==> config.mk <==
export PLATFORM = sky130hd
export DESIGN_NAME = crack_ctrl_flat
export DESIGN_NICKNAME = d
export VERILOG_FILES = /design/src/rtl/crack_if.sv /design/src/rtl/crack_ctrl.sv /design/src/flat_wrapper.sv
export SDC_FILE = /design/constraint.sdc
export NUM_CORES = 1
export LEC_CHECK = 0
export ABC_CLOCK_PERIOD_IN_PS = 2650
export CAP_MARGIN = 30
export CELL_PAD_IN_SITES_DETAIL_PLACEMENT = 1
export CELL_PAD_IN_SITES_GLOBAL_PLACEMENT = 2
export CORE_AREA = 5 5 93 95
export DETAILED_ROUTE_END_ITERATION = 8
export DIE_AREA = 0 0 98 100
export GPL_TIMING_DRIVEN = 0
export PLACE_DENSITY_LB_ADDON = 0.1
export SYNTH_ARGS = -nofsm -noshare
export SYNTH_HDL_FRONTEND = slang
export SYNTH_SLANG_ARGS = --single-unit
==> constraint.sdc <==
create_clock -name clk -period 2.65 [get_ports clk]
set_input_delay 0.6625 -clock clk [delete_from_list [all_inputs] [get_ports clk]]
set_output_delay 0.6625 -clock clk [all_outputs]
set_load 0.005 [all_outputs]
==> src/rtl/crack_if.sv <==
// crack_if: start/stop handshake, result, ARC4 engine and plaintext RAM signals
// of the key-search controller.
interface crack_if #(parameter int KEY_W = 24);
    logic             en;
    logic             rdy;
    logic             abort;
    logic [KEY_W-1:0] key;
    logic             key_valid;
    logic             exhausted;
    logic             a4_en;
    logic             a4_rdy;
    logic [7:0]       pt_addr;
    logic [7:0]       pt_rddata;
    modport master (output en, abort, a4_rdy, pt_rddata,
                    input  rdy, key, key_valid, exhausted, a4_en, pt_addr);
    modport slave  (input  en, abort, a4_rdy, pt_rddata,
                    output rdy, key, key_valid, exhausted, a4_en, pt_addr);
endinterface

==> src/rtl/crack_ctrl.sv <==
// crack_ctrl: walks the key space, runs ARC4 per key and accepts the first key
// whose length-prefixed plaintext is entirely printable.
module crack_ctrl #(
    parameter int         KEY_W     = 24,
    parameter int         KEY_START = 0,
    parameter int         KEY_STEP  = 1,
    parameter logic [7:0] PT_LO     = 8'h20,
    parameter logic [7:0] PT_HI     = 8'h7E
) (
    input logic    clk,
    input logic    rst,
    crack_if.slave bus
);
    typedef enum logic [2:0] {IDLE, START, ARC4, RDLEN_A, RDLEN_B, RDP_A, RDP_B, INCR} state_t;

    localparam logic [KEY_W-1:0] START_K = KEY_W'(KEY_START);

    state_t           r_state;
    logic [KEY_W-1:0] r_key;
    logic             r_key_valid;
    logic             r_exhausted;
    logic             r_a4_en;
    logic             r_abort;
    logic [7:0]       r_pt_addr;
    logic [7:0]       r_len;
    logic [KEY_W:0]   w_sum;
    logic             w_pass;

    // the byte index i is kept in r_pt_addr itself
    assign w_sum         = {1'b0, r_key} + (KEY_W+1)'(KEY_STEP);
    assign w_pass        = (bus.pt_rddata >= PT_LO) && (bus.pt_rddata <= PT_HI);
    assign bus.rdy       = (r_state == IDLE);
    assign bus.key       = r_key;
    assign bus.key_valid = r_key_valid;
    assign bus.exhausted = r_exhausted;
    assign bus.a4_en     = r_a4_en;
    assign bus.pt_addr   = r_pt_addr;

    always_ff @(posedge clk) begin
        if (rst) begin
            r_state     <= IDLE;
            r_key       <= START_K;
            r_key_valid <= 1'b0;
            r_exhausted <= 1'b0;
            r_a4_en     <= 1'b0;
            r_abort     <= 1'b0;
            r_pt_addr   <= 8'd0;
            r_len       <= 8'd0;
        end else begin
            r_a4_en <= 1'b0;
            unique case (r_state)
                IDLE: if (bus.en) begin
                    r_key       <= START_K;
                    r_key_valid <= 1'b0;
                    r_exhausted <= 1'b0;
                    r_abort     <= 1'b0;
                    r_state     <= START;
                end
                START: if (bus.abort) r_state <= IDLE;
                       else if (bus.a4_rdy) begin
                           r_a4_en <= 1'b1;
                           r_state <= ARC4;
                       end
                // r_a4_en is still high in the first ARC4 cycle, masking a stale a4_rdy
                ARC4: begin
                    r_abort <= r_abort | bus.abort;
                    if (!r_a4_en && bus.a4_rdy) begin
                        r_pt_addr <= 8'd0;
                        r_state   <= (r_abort || bus.abort) ? IDLE : RDLEN_A;
                    end
                end
                RDLEN_A: r_state <= bus.abort ? IDLE : RDLEN_B;
                RDLEN_B: if (bus.abort) r_state <= IDLE;
                         else if (bus.pt_rddata == 8'd0) begin
                             r_key_valid <= 1'b1;
                             r_state     <= IDLE;
                         end else begin
                             r_len     <= bus.pt_rddata;
                             r_pt_addr <= 8'd1;
                             r_state   <= RDP_A;
                         end
                RDP_A: r_state <= bus.abort ? IDLE : RDP_B;
                RDP_B: if (bus.abort) r_state <= IDLE;
                       else if (!w_pass) r_state <= INCR;
                       else if (r_pt_addr == r_len) begin
                           r_key_valid <= 1'b1;
                           r_state     <= IDLE;
                       end else begin
                           r_pt_addr <= r_pt_addr + 8'd1;
                           r_state   <= RDP_A;
                       end
                INCR: if (bus.abort) r_state <= IDLE;
                      else if (w_sum[KEY_W]) begin
                          r_exhausted <= 1'b1;
                          r_state     <= IDLE;
                      end else begin
                          r_key   <= w_sum[KEY_W-1:0];
                          r_state <= START;
                      end
                default: r_state <= IDLE;
            endcase
        end
    end
endmodule

==> src/flat_wrapper.sv <==
// flat-port wrapper written by rule: the top's interface ports become plain ports
module crack_ctrl_flat 
#(
    parameter int         KEY_W     = 24,
    parameter int         KEY_START = 0,
    parameter int         KEY_STEP  = 1,
    parameter logic [7:0] PT_LO     = 8'h20,
    parameter logic [7:0] PT_HI     = 8'h7E
)
  (clk, rst, bus_en, bus_abort, bus_a4_rdy, bus_pt_rddata, bus_rdy, bus_key, bus_key_valid, bus_exhausted, bus_a4_en, bus_pt_addr);
  crack_if #(.KEY_W(KEY_W)) bus_i ();
  input logic clk;
  input logic rst;
  input wire logic [$bits(bus_i.en)-1:0] bus_en;
  input wire logic [$bits(bus_i.abort)-1:0] bus_abort;
  input wire logic [$bits(bus_i.a4_rdy)-1:0] bus_a4_rdy;
  input wire logic [$bits(bus_i.pt_rddata)-1:0] bus_pt_rddata;
  output wire logic [$bits(bus_i.rdy)-1:0] bus_rdy;
  output wire logic [$bits(bus_i.key)-1:0] bus_key;
  output wire logic [$bits(bus_i.key_valid)-1:0] bus_key_valid;
  output wire logic [$bits(bus_i.exhausted)-1:0] bus_exhausted;
  output wire logic [$bits(bus_i.a4_en)-1:0] bus_a4_en;
  output wire logic [$bits(bus_i.pt_addr)-1:0] bus_pt_addr;
  assign bus_i.en = bus_en;
  assign bus_i.abort = bus_abort;
  assign bus_i.a4_rdy = bus_a4_rdy;
  assign bus_i.pt_rddata = bus_pt_rddata;
  assign bus_rdy = bus_i.rdy;
  assign bus_key = bus_i.key;
  assign bus_key_valid = bus_i.key_valid;
  assign bus_exhausted = bus_i.exhausted;
  assign bus_a4_en = bus_i.a4_en;
  assign bus_pt_addr = bus_i.pt_addr;
  crack_ctrl #(.KEY_W(KEY_W), .KEY_START(KEY_START), .KEY_STEP(KEY_STEP), .PT_LO(PT_LO), .PT_HI(PT_HI)) u_core (.clk(clk), .rst(rst), .bus(bus_i));
endmodule
==> flow_summary.json, run 1 <==
{
  "status": "finished clean",
  "power_density_nw_per_um2": 460.0,
  "relSlewSlack_pct": 63.30,
  "start_kind": "register",
  "crit_fanout": 10,
  "final_cell_mix": "nor2_1, clkdlybuf4s50_1, dfxtp_1",
  "num_rows": 32,
  "final_common_cell": "nor2_1",
  "combPwrFrac_pct": 9.2,
  "cts_tree": "yes",
  "cts_sinks": 47,
  "syn_area_sq_um": 2487,
  "routedWlPerCell_microns": 14.97,
  "holdWs_ps": 482.5,
  "grt_pass1_vias": 2312,
  "initial_core_util_pct": 32.53,
  "port_buffers": 48,
  "drt_pre_antenna_iters": 4,
  "seqPwrFrac_pct": 48.0,
  "syn_to_final_growth_pct": 30.13,
  "via_count": 2241,
  "drt-total-wl_mm": 6.678,
  "p_int_mw": 1.143,
  "holdBufCountCts": 0,
  "placed_cells": 438,
  "switchingPower_mw": 0.3456,
  "hp-class": "reg -> reg",
  "rsz0062_at_grt": "false",
  "synth_flop_cell": "dfxtp_1",
  "place_hpwl_mm": 5.119,
  "cts.repair.resized": 0,
  "clockPowerShare_pct": 42.8,
  "diodes": 0,
  "antenna_found_initial": 0,
  "die_w_microns": 98,
  "nNetsFinal": 358,
  "skew_ps": 4.959,
  "cts_buffers": 5,
  "worstMarginPinSlew_ps": 550.5,
  "cap_violations": 0,
  "ys_types": 52,
  "clk_path_buf_depth": 2,
  "fin_cells": 446,
  "pre_cts_ws_ps": -138.8,
  "crit_type": "reg -> out",
  "core_area_sq_um": 7647,
  "p_sw_share_pct": 23.21,
  "grt_max_degree": 16,
  "drc": 0,
  "setup.worst_path.end_class": "output port",
  "async_flop_share_pct": 0,
  "overflow": 0,
  "slew_viol_final": 0,
  "cts-root-buf": "clkbuf_8",
  "fin_crit_ps": 2498,
  "final-setup-viol-count": 0,
  "layout-drive-gt1-share_pct": 8.430,
  "track_usage_pct": 13.93,
  "boundaryPins": 49,
  "dieHeight_microns": 100,
  "drtIter0Drc": 34,
  "crit_required_ps": 1990,
  "htree_levels": 2,
  "worstPathArrival_ps": 1840,
  "yosys_warnings": 0,
  "dieArea_sq_um": 9800,
  "leakage_nw": 1.230,
  "syn_inst": 288,
  "finalSetupTns_ps": 0,
  "clk_latency_ps": 300,
  "peakVddDrop_mv": 0.2159,
  "synth_edf_count": 0,
  "place_congestion": 0.7807,
  "worst_slack_ps": 151.5,
  "ys_ff_latch": 47,
  "avgViaCountPerCell": 5.025,
  "cts.clk_slew.worst_paths_ps": 90,
  "grt_pass1_wl_mm": 11.18,
  "yosysSeqAreaShare_pct": 37.83,
  "syn_nets": 303,
  "syn_avg_cell_area_sq_um": 8.637,
  "fmax_mhz": 400.2,
  "postRouteAntennaNets": 0,
  "fin_crit_sh_pct": 94.28,
  "finalHoldViolCount": 0,
  "cts_setup_buffers": 0
}
==> per-stage QoR <==
step | util, % | total power, mW | cell area [sq um]
2_1_floorplan | - | 0.8089 | 2487
3_3_place_gp | 40.48 | 0.8703 | 3095
3_5_place_dp | 40.48 | 0.8712 | 3095
4_1_cts | 42.26 | 1.513 | 3232
5_1_grt | 42.33 | 1.560 | 3237
6_report | 42.33 | 1.489 | 3237
==> registers in the layout, indices dropped and copies added, names as in the netlist <==
| register | flops |
|---|---|
| u_core.bus.key | 24 |
| u_core.bus.pt_addr | 8 |
| u_core.r_len | 8 |
| u_core.r_state | 3 |
| u_core.bus.a4_en | 1 |
| u_core.bus.exhausted | 1 |
| u_core.bus.key_valid | 1 |
| u_core.r_abort | 1 |
==> final timing paths <==
path	startpoint	to	slack (ps)	depth (start not counted)
worst min register to register	u_core.bus.key_valid	u_core.bus.key_valid	480	2
worst max-delay path	u_core.r_state[2]	bus_rdy	150	4
worst min-delay path	u_core.bus.key_valid	u_core.bus.key_valid	480	2
worst max register to register	u_core.bus.key[0]	u_core.bus.key[11]	520	8
==> logic make-up after synthesis <==
kind of cell | Yosys count | synth area share, %
AOI/OAI and AO/OA | 44 | 13.13
xor gates and xnor gates | 30 | 10.56
buffers and inverters | 21 | 3.722
DFF | 47 | 37.83
adders and majority gates | 2 | 1.006
and+or+nand+nor | 134 | 29.68
muxes | 10 | 4.075
==> synth_stat cells, types with 3 or more instances <==
cell type  instances  area (sq um)
mux2i_1            9         90.09
nor3_1             4         20.02
and2_1             5         31.28
nand3_1           11         55.05
nor2_1            49         183.9
inv_1              7         26.28
buf_2              5         25.02
a31oi_1            3         18.77
nand2b_1           4         25.02
nor4_1             4         25.02
nand2_1           14         52.55
a21oi_1           11         55.05
and3_1            10         62.56
clkbuf_1           7         26.28
and4_1             3         26.28
dfxtp_1           47         940.9
o21ai_0            7         35.03
or3_1              3         18.77
xnor2_1            3         26.28
xor2_1            27         236.5
nand4_1           13         81.33
==> critical path: stages, from the launching register on <==
cell	delay (ps)
dfxtp_1	300
buf_2	180
clkbuf_1	250
nor3_2	260
clkdlybuf4s50_1	530
==> per-layer routing <==
layer / share of wire, % / vias to the layer above / track usage [%] / wire (microns)
li1: - / 1130 / - / -
met1: 45 / 1068 / 16.64 / 3023
met2: 50 / 36 / 25.45 / 3331
met3: 3.6 / 7 / 2.849 / 239
met4: 1.2 / 0 / 3.621 / 83
met5: 0 / - / 0 / 0
==> layout make-up <==
cell class / count / area, sq um
multi-input combinational: 220 / 1459
inverter: 7 / 26.28
clock buffer: 5 / 68.82
fill: 906 / 4410
buffer: 14 / 66.31
tap: 102 / 127.6
sequential: 47 / 940.9
clock inverter: 3 / 67.56
timing repair buffer: 48 / 480.5
==> power by group through the flow <==
stage,registers (mW),clock network (mW),logic (mW)
final,0.715,0.637,0.137
after global placement,0.731,0,0.139
after CTS,0.715,0.658,0.141
after detailed placement,0.731,0,0.140
after global routing,0.716,0.691,0.153
after floorplan,0.730,0,0.0785
(Power assumes the default switching activity.)
==> run 2: changes to the inputs <==
CAP_MARGIN = 0   (was 30)
==> results of run 2 <==
Final layout, timing and power as in run 1 (identical DEF).
